<file path="src/rtl/puf_resp_evaluator_if.sv">
// Request/response and latch-control bundle for puf_resp_evaluator.
// master: requester / latch side.  slave: the evaluator.
interface puf_resp_evaluator_if #(
  parameter int unsigned NUM_EVAL = 15
);
  localparam int unsigned CNT_W = $clog2(NUM_EVAL + 1);

  logic             start;
  logic             arb_clr;
  logic             race_go;
  logic             cap_en;
  logic             cap_bit;
  logic             busy;
  logic             resp_valid;
  logic             resp_ready;
  logic             resp;
  logic             stable;
  logic [CNT_W-1:0] ones_cnt;

  modport master (
    output start, cap_bit, resp_ready,
    input  arb_clr, race_go, cap_en, busy, resp_valid, resp, stable, ones_cnt
  );

  modport slave (
    input  start, cap_bit, resp_ready,
    output arb_clr, race_go, cap_en, busy, resp_valid, resp, stable, ones_cnt
  );
endinterface

</file>
<file path="src/rtl/puf_resp_evaluator.sv">
// PUF response evaluator: repeats one arbiter race NUM_EVAL times per
// request (clear, launch, settle, capture, sample), then presents the
// majority bit, a stability flag and the count of ones.
// Optional macro PUF_EVAL_EARLY_EXIT_EN: finish as soon as the outcome
// (stable or unstable) can no longer change.
module puf_resp_evaluator #(
  parameter int unsigned NUM_EVAL   = 15,
  parameter int unsigned THRESH     = 13,
  parameter int unsigned SETTLE_CYC = 2
) (
  input logic                    clk,
  input logic                    rst,
  puf_resp_evaluator_if.slave    bus
);
  localparam int unsigned CNT_W = $clog2(NUM_EVAL + 1);
  localparam int unsigned SET_W = (SETTLE_CYC > 1) ? $clog2(SETTLE_CYC) : 1;
  localparam logic [CNT_W-1:0] NUM_C    = CNT_W'(NUM_EVAL);
  localparam logic [CNT_W-1:0] THR_C    = CNT_W'(THRESH);
  localparam logic [SET_W-1:0] SET_LAST = SET_W'(SETTLE_CYC - 1);

  typedef enum logic [2:0] {
    S_IDLE, S_CLEAR, S_FIRE, S_SETTLE, S_CAPTURE, S_SAMPLE, S_DONE
  } state_t;

  state_t           state_q;
  logic [SET_W-1:0] settle_q;
  logic [CNT_W-1:0] ones_q, idx_q;
  logic             arb_clr_q, race_go_q, cap_en_q, busy_q;
  logic             resp_valid_q, resp_q, stable_q;

  logic [CNT_W-1:0] ones_d, idx_d, zeros_d;
  logic             resp_d, stable_d, finish_d;

  // Counts after the current SAMPLE, and the resulting decision.
  always_comb begin
    ones_d   = ones_q + CNT_W'(bus.cap_bit);
    idx_d    = idx_q + CNT_W'(1);
    zeros_d  = idx_d - ones_d;
    resp_d   = (ones_d > zeros_d);
    stable_d = (ones_d >= THR_C) || (zeros_d >= THR_C);
    finish_d = (idx_d == NUM_C);
`ifdef PUF_EVAL_EARLY_EXIT_EN
    // Stop once neither value can reach THRESH with the remaining races,
    // or one already has; ones+rem never exceeds NUM_EVAL so no overflow.
    begin
      logic [CNT_W-1:0] rem;
      rem = NUM_C - idx_d;
      if (stable_d || (((ones_d + rem) < THR_C) && ((zeros_d + rem) < THR_C)))
        finish_d = 1'b1;
    end
`endif
  end

  // Sequencer: state, counters and every registered output.
  always_ff @(posedge clk or posedge rst) begin
    if (rst) begin
      state_q      <= S_IDLE;
      settle_q     <= '0;
      ones_q       <= '0;
      idx_q        <= '0;
      arb_clr_q    <= 1'b0;
      race_go_q    <= 1'b0;
      cap_en_q     <= 1'b0;
      busy_q       <= 1'b0;
      resp_valid_q <= 1'b0;
      resp_q       <= 1'b0;
      stable_q     <= 1'b0;
    end else begin
      arb_clr_q <= 1'b0;
      race_go_q <= 1'b0;
      cap_en_q  <= 1'b0;
      case (state_q)
        S_IDLE: begin
          if (bus.start) begin
            state_q   <= S_CLEAR;
            arb_clr_q <= 1'b1;
            busy_q    <= 1'b1;
            ones_q    <= '0;
            idx_q     <= '0;
          end
        end
        S_CLEAR: begin
          state_q   <= S_FIRE;
          race_go_q <= 1'b1;
        end
        S_FIRE: begin
          state_q  <= S_SETTLE;
          settle_q <= '0;
        end
        S_SETTLE: begin
          if (settle_q == SET_LAST) begin
            state_q  <= S_CAPTURE;
            cap_en_q <= 1'b1;
          end else begin
            settle_q <= settle_q + SET_W'(1);
          end
        end
        S_CAPTURE: begin
          state_q <= S_SAMPLE;
        end
        S_SAMPLE: begin
          ones_q <= ones_d;
          idx_q  <= idx_d;
          if (finish_d) begin
            state_q      <= S_DONE;
            resp_valid_q <= 1'b1;
            resp_q       <= resp_d;
            stable_q     <= stable_d;
          end else begin
            state_q   <= S_CLEAR;
            arb_clr_q <= 1'b1;
          end
        end
        S_DONE: begin
          if (bus.resp_ready) begin
            state_q      <= S_IDLE;
            busy_q       <= 1'b0;
            resp_valid_q <= 1'b0;
            resp_q       <= 1'b0;
            stable_q     <= 1'b0;
          end
        end
        default: state_q <= S_IDLE;
      endcase
    end
  end

  assign bus.arb_clr    = arb_clr_q;
  assign bus.race_go    = race_go_q;
  assign bus.cap_en     = cap_en_q;
  assign bus.busy       = busy_q;
  assign bus.resp_valid = resp_valid_q;
  assign bus.resp       = resp_q;
  assign bus.stable     = stable_q;
  assign bus.ones_cnt   = ones_q;
endmodule
</file>
<file path="src/flat_wrapper.sv">
// flat-port wrapper written by rule: the top's interface ports become plain ports
module puf_resp_evaluator_flat 
#(
  parameter int unsigned NUM_EVAL   = 15,
  parameter int unsigned THRESH     = 13,
  parameter int unsigned SETTLE_CYC = 2
)
  (clk, rst, bus_start, bus_cap_bit, bus_resp_ready, bus_arb_clr, bus_race_go, bus_cap_en, bus_busy, bus_resp_valid, bus_resp, bus_stable, bus_ones_cnt);
  puf_resp_evaluator_if #(.NUM_EVAL(NUM_EVAL)) bus_i ();
  input logic clk;
  input logic rst;
  input wire logic [$bits(bus_i.start)-1:0] bus_start;
  input wire logic [$bits(bus_i.cap_bit)-1:0] bus_cap_bit;
  input wire logic [$bits(bus_i.resp_ready)-1:0] bus_resp_ready;
  output wire logic [$bits(bus_i.arb_clr)-1:0] bus_arb_clr;
  output wire logic [$bits(bus_i.race_go)-1:0] bus_race_go;
  output wire logic [$bits(bus_i.cap_en)-1:0] bus_cap_en;
  output wire logic [$bits(bus_i.busy)-1:0] bus_busy;
  output wire logic [$bits(bus_i.resp_valid)-1:0] bus_resp_valid;
  output wire logic [$bits(bus_i.resp)-1:0] bus_resp;
  output wire logic [$bits(bus_i.stable)-1:0] bus_stable;
  output wire logic [$bits(bus_i.ones_cnt)-1:0] bus_ones_cnt;
  assign bus_i.start = bus_start;
  assign bus_i.cap_bit = bus_cap_bit;
  assign bus_i.resp_ready = bus_resp_ready;
  assign bus_arb_clr = bus_i.arb_clr;
  assign bus_race_go = bus_i.race_go;
  assign bus_cap_en = bus_i.cap_en;
  assign bus_busy = bus_i.busy;
  assign bus_resp_valid = bus_i.resp_valid;
  assign bus_resp = bus_i.resp;
  assign bus_stable = bus_i.stable;
  assign bus_ones_cnt = bus_i.ones_cnt;
  puf_resp_evaluator #(.NUM_EVAL(NUM_EVAL), .THRESH(THRESH), .SETTLE_CYC(SETTLE_CYC)) u_core (.clk(clk), .rst(rst), .bus(bus_i));
endmodule
</file>
<file path="config.mk">
export PLATFORM = sky130hd
export DESIGN_NAME = puf_resp_evaluator_flat
export DESIGN_NICKNAME = d
export VERILOG_FILES = /design/src/rtl/puf_resp_evaluator_if.sv /design/src/rtl/puf_resp_evaluator.sv /design/src/flat_wrapper.sv
export SDC_FILE = /design/constraint.sdc
export NUM_CORES = 1
export LEC_CHECK = 0
export CAP_MARGIN = 40
export CORE_UTILIZATION = 50
export CTS_BUF_LIST = sky130_fd_sc_hd__clkbuf_4
export CTS_CLUSTER_DIAMETER = 120
export DETAILED_ROUTE_END_ITERATION = 8
export PLACE_DENSITY = 0.73
export SETUP_SLACK_MARGIN = 0.15
export SLEW_MARGIN = 20
export SYNTH_ARGS = -nofsm -noshare
export SYNTH_HDL_FRONTEND = slang
export SYNTH_SLANG_ARGS = --single-unit
</file>
<file path="constraint.sdc">
create_clock -name clk -period 4.3 [get_ports clk]
set_clock_uncertainty 0.15 [all_clocks]
set_input_delay 0.43 -clock clk [delete_from_list [all_inputs] [get_ports clk]]
set_output_delay 0.43 -clock clk [all_outputs]
set_load 0.01 [all_outputs]
</file>
### Yosys cells after proc, flatten, opt, wreduce, memory -nomap -nowiden

Index checks and enable logic that the tools add are counted.

* equal/unequal tests: 11
* order comparisons: 3
* multiplexer cells: 25
* $add $sub $neg: 4
* reduce and logical (&&, ||, !) cells: 10

Operators with widths (number)
* case mux 3 bit (7 select lines): 1
* case mux 4 bit (2 select lines): 2
* 2-to-1 mux 3 bit: 4
* case mux 1 bit (2 select lines): 6
* 2-to-1 mux 1 bit: 11
* == test 3 bit (second input constant): 3
* AND reduction 3 bit: 3
* greater-or-equal comparator 4 bit (second input constant): 2
* nonzero test 2 bit: 4
* == test 3 x 2 -> 1 bit (second input constant): 2
* adder 4 x 1 -> 4 bit: 1
* adder 4 x 1 -> 4 bit (second input constant): 1
* == test 4 bit (second input constant): 1
* > comparator 4 bit: 1
* 2-to-1 mux 4 bit: 1
* inequality test 2 x 1 -> 1 bit (second input constant): 2
* inequality test 2 bit (second input constant): 2
* subtractor 4 bit: 1
* == test 3 x 1 -> 1 bit (second input constant): 1
* logical NOT 3 bit: 1
* AND reduction 2 bit: 1
* adder 1 bit (second input constant): 1
* logical OR 1 bit: 1

* word-level logic and storage cells: 64
* register bits: 19
* output and inout port bits: 11

### Depth between registers and ports, before layout

* word-level depth: 6
* mapped depth: 13
* gate-level depth less buffers: 13

### Least setup slack after synthesis

No wires, ideal clock.

* kind: register to register
* start: reg u_core.ones_q[0], in the netlist u_core.bus.ones_cnt[0]
* end: reg u_core.resp_q, in the netlist u_core.bus.resp
* cell stages (with the launch flop): 13
* library setup time: 0.077 ns
* period minus slack after synthesis: 3.118 ns
* arrival: 2.892 ns
* setup slack: 1.182 ns
* path buffers: 0
* path through: dfrtp_1 -> ha_1 -> ha_1 -> xnor2_1 -> ha_1 -> a41o_1 -> or3_1 -> and2_4 -> xnor2_1 -> ha_1 -> a21oi_1 -> a41o_1 -> o21ai_1

* longest elaborated chain between the ends: 5

RTL lines
* from (decl): line puf_resp_evaluator.sv:27 `logic [CNT_W-1:0] ones_q, idx_q;`
* from (signal assigned): line puf_resp_evaluator.sv:102 `ones_q <= ones_d;`
* adder 4 x 1 -> 4 bit (*): line puf_resp_evaluator.sv:36 `ones_d = ones_q + CNT_W'(bus.cap_bit);`
* subtractor 4 bit: line puf_resp_evaluator.sv:38 `zeros_d = idx_d - ones_d;`
* > comparator 4 bit (*): line puf_resp_evaluator.sv:39 `resp_d = (ones_d > zeros_d);`
* 2-to-1 mux 1 bit (*): line puf_resp_evaluator.sv:104 `if (finish_d) begin`
* case mux 1 bit (2 select lines) (*): line puf_resp_evaluator.sv:72 `case (state_q)`
* to (signal assigned): line puf_resp_evaluator.sv:107 `resp_q <= resp_d;`
* to (decl): line puf_resp_evaluator.sv:29 `logic resp_valid_q, resp_q, stable_q;`

Every way passes the cells marked *; elsewhere a longest branch is shown, timed or not. The select of a mux whose other input is x is not followed.
A chain may end at the register's enable or synchronous reset.

### Worst setup path after layout

* start: in bus_cap_bit
* end: reg u_core.resp_q, in the netlist u_core.bus.resp

* longest elaborated chain between the ends: 5

RTL lines
* from (decl): line flat_wrapper.sv:13 `input wire logic [$bits(bus_i.cap_bit)-1:0] bus_cap_bit;`
* adder 4 x 1 -> 4 bit (*): line puf_resp_evaluator.sv:36
* subtractor 4 bit: line puf_resp_evaluator.sv:38
* > comparator 4 bit (*): line puf_resp_evaluator.sv:39
* 2-to-1 mux 1 bit (*): line puf_resp_evaluator.sv:104
* case mux 1 bit (2 select lines) (*): line puf_resp_evaluator.sv:72

Marks and branches as above.

==> results.ini <==
[min_path]
worstHoldPathCells=2
hold_path.class=flop to flop
hold_end=u_core.bus.resp$_DFFE_PP0P_
hp-start=u_core.bus.resp$_DFFE_PP0P_

[power_and_ir_drop]
clkPwrFrac_pct=13.0
comb_power_share_pct=57.3
finalPower_uw=737.1
p_per_area_nw_per_um2=506.5
seqPwrFrac_pct=29.7
p_leak_nw=0.6619
ir_worst_vdd_v=0.0004746
sw_frac_of_total_pct=39.91
p_int_uw=442.9
power_switching_uw=294.2

[worst_setup_path]
crit_fanout=3
cp.required_ns=4.39
r2r-start=u_core.bus.ones_cnt[0]$_DFFE_PP0P_
cp.arrival_ns=3.48
r2r_cells=12
path_class=primary input to flop
regToRegEndpoint=u_core.bus.resp$_DFFE_PP0P_
startpoint=bus_cap_bit
start_kind=primary input
end_kind=flop
r2r_setup_slack_ns=1.01

[finish]
final_common_cell=nand2_1
layout_common_cells=20 x nand2_1, 19 x dfrtp_1, 15 x o21ai_0, 15 x clkdlybuf4s50_1, 12 x ha_1
area_growth_syn_to_layout_pct=16.30
final_nets=174
diodes=0
drive_gt1_share_pct=6.410

[synthesis]
synth_cells=140
synth_compound_area_share_pct=21.20
yosys.area_share.adder_pct=12.00
synth_seq_cells=19
yosys.area_share.simple_pct=17.80
postSynthNetCount=157
synth_cell_types=36
synth_xor_area_share_pct=7.100
muxShareOfSynthArea_pct=0
yosys_warnings=0
syn_avg_cell_area_um2=8.937
ys_seq_area_share_pct=38.00
syn_area_um2=1251
synth_top_family_by_area=compound AO/OA/AOI/OAI gates

[timing]
setup-violations-final=0
finalSetupTns_ns=0
period_needed_ns=3.392
drv_slew=0
tightest_slew_ns=0.7225
fin_crit_sh_pct=78.88
relSlewSlack_pct=51.78
fmax_mhz=294.8
hold_violations=0
rsz0062_at_grt=no

[clock_network]
cts_setup_buffers=0
cts_max_level=1
cts_tree=yes
post_cts_resized=0
cts.path.max_buffers=2
clk_pin_slew_ns=0.11
clock_latency_ns=0.31
root_buffer=clkbuf_4
cts-buffers-inserted=3
cts_hold_buffers=0
cts_sinks=19

[die]
die_h_um=52.03
io_pins=16
die_x_um=52.03
dieArea_um2=2707
num_rows=17
initial_core_util_pct=54.98
core-area_um2=2276

[global_routing]
grt_util_met1_pct=28.52
grt_use_met3_pct=2.924
grt_max_degree=20
grt_pass1_wl_mm=4.319
grt_pass1_vias=989
grt_use_met2_pct=35.68
grt.total_usage_pct=21.93
grt_busiest_layer=met2
grt_overflow_total=0
antenna_found_initial=0

[detailed_routing]
avgViaCountPerCell=5.533
drc=0
drt_first_pass_iters=4
wl_per_cell_um=13.46
ant_nets=0
vias=1018
wl_mm=2.477
drt_iter0_markers=24

[outcome]
status=completed

[placement]
gp_congestion=0.8692
hpwl_mm=1.892
io_buffer_count=15

[flow_run]
drv_cap=0

[through the flow]
stage,setup slack (ns),util [%],cells,cell area (um^2),hold slack [ns]
after CTS,0.9135,63.94,184,1455,0.3757
after global placement,0.7252,62.62,180,1425,0.3442
final,0.9083,63.94,184,1455,0.3681
after detailed placement,0.5884,62.62,180,1425,0.3492
after floorplan,1.182,-,140,1251,0.2311
after global routing,0.7199,63.94,184,1455,0.4192
[cell families (layout without fill, tap and decap cells)]
| family | after synthesis | count (layout) |
|---|---|---|
| fa+ha+maj | 12 | 12 |
| simple gates | 46 | 46 |
| compound gates | 42 | 42 |
| buf+inv | 13 | 29 |
| xor+xnor | 8 | 8 |
| flops | 19 | 19 |
[area by class of cell]
| type | count | area (um^2) |
|---|---|---|
| Clock buffer | 3 | 22.52 |
| Clock inverter | 1 | 7.507 |
| Fill cell | 185 | 820.8 |
| Inverter | 10 | 37.54 |
| Multi-Input combinational cell | 108 | 726.9 |
| Sequential cell | 19 | 475.5 |
| Tap cell | 28 | 35.03 |
| Timing Repair Buffer | 15 | 150.1 |
[registers in the layout (all words and copies together), names as in the netlist]
register / count
u_core.bus.resp_valid: 1
u_core.bus.busy: 1
u_core.bus.stable: 1
u_core.bus.resp: 1
u_core.bus.arb_clr: 1
u_core.settle_q: 1
u_core.bus.ones_cnt: 4
u_core.bus.race_go: 1
u_core.idx_q: 4
u_core.bus.cap_en: 1
u_core.state_q: 3
[synth_stat cells]
| master | instances | area [um^2] |
|---|---|---|
| a22oi_2 | 1 | 12.51 |
| and3b_1 | 1 | 8.760 |
| o21ai_0 | 15 | 75.07 |
| nand3_1 | 3 | 15.01 |
| dfrtp_1 | 19 | 475.5 |
| a21o_1 | 2 | 15.01 |
| xnor2_4 | 1 | 27.53 |
| ha_1 | 12 | 150.1 |
| nand2b_1 | 3 | 18.77 |
| nor2_1 | 8 | 30.03 |
| nand4_1 | 1 | 6.260 |
| nor3b_1 | 1 | 7.510 |
| or3_1 | 1 | 6.260 |
| xor2_1 | 4 | 35.03 |
| nand2_1 | 20 | 75.07 |
| clkbuf_1 | 3 | 11.26 |
| xnor2_1 | 3 | 26.28 |
| a31oi_1 | 3 | 18.77 |
| a21oi_1 | 5 | 25.02 |
| nand3b_1 | 1 | 7.510 |
| a21boi_1 | 1 | 7.510 |
| and2_4 | 1 | 8.760 |
| o21a_1 | 1 | 7.510 |
| o22ai_1 | 1 | 6.260 |
| nor2b_1 | 2 | 12.51 |
| o21ai_1 | 5 | 25.02 |
| a211oi_2 | 1 | 12.51 |
| nor3_1 | 2 | 10.01 |
| a41o_1 | 2 | 20.02 |
| o31ai_1 | 2 | 15.01 |
| o21bai_1 | 1 | 7.510 |
| a21oi_2 | 1 | 8.760 |
| and2_1 | 1 | 6.260 |
| a22o_1 | 1 | 8.760 |
| nand3_2 | 1 | 10.01 |
| inv_1 | 10 | 37.54 |
[layer usage]
layer	vias to the layer above	routed length, um	part of all wire, %
met3	3	107	4.3
met5	-	0	0
li1	522	-	-
met2	25	1175	47
met4	0	29	1.2
met1	468	1165	47
[how the worst max path moves through the flow]
stage	to	slack (ns)	cells past startpoint
after detailed placement	u_core.bus.resp$_DFFE_PP0P_	0.59	13
after global placement	u_core.bus.resp$_DFFE_PP0P_	0.73	13
after floorplan	u_core.bus.resp$_DFFE_PP0P_	1.18	12
after global routing	u_core.bus.resp$_DFFE_PP0P_	0.72	13
final	u_core.bus.resp$_DFFE_PP0P_	0.91	13
after CTS	u_core.bus.resp$_DFFE_PP0P_	0.91	13
[worst max-delay path, stage by stage]
cell and delay [ns]:
clkdlybuf4s50_1 0.41, ha_1 0.22, ha_1 0.23, xnor2_1 0.28
ha_1 0.33, a41o_1 0.26, or3_1 0.36, and2_4 0.18
xnor2_1 0.12, ha_1 0.29, a21oi_1 0.06, a41o_1 0.20
o21ai_1 0.10
[power groups by stage]
| stage | Clock (mW) | Combinational, mW | Sequential [mW] |
|---|---|---|---|
| global placement | 0 | 0.414 | 0.220 |
| detailed placement | 0 | 0.421 | 0.221 |
| finish | 0.0958 | 0.423 | 0.219 |
| global route | 0.108 | 0.477 | 0.220 |
| CTS | 0.0995 | 0.426 | 0.217 |
| floorplan | 0 | 0.314 | 0.226 |
Note: power is estimated with default switching activity, not from simulation.
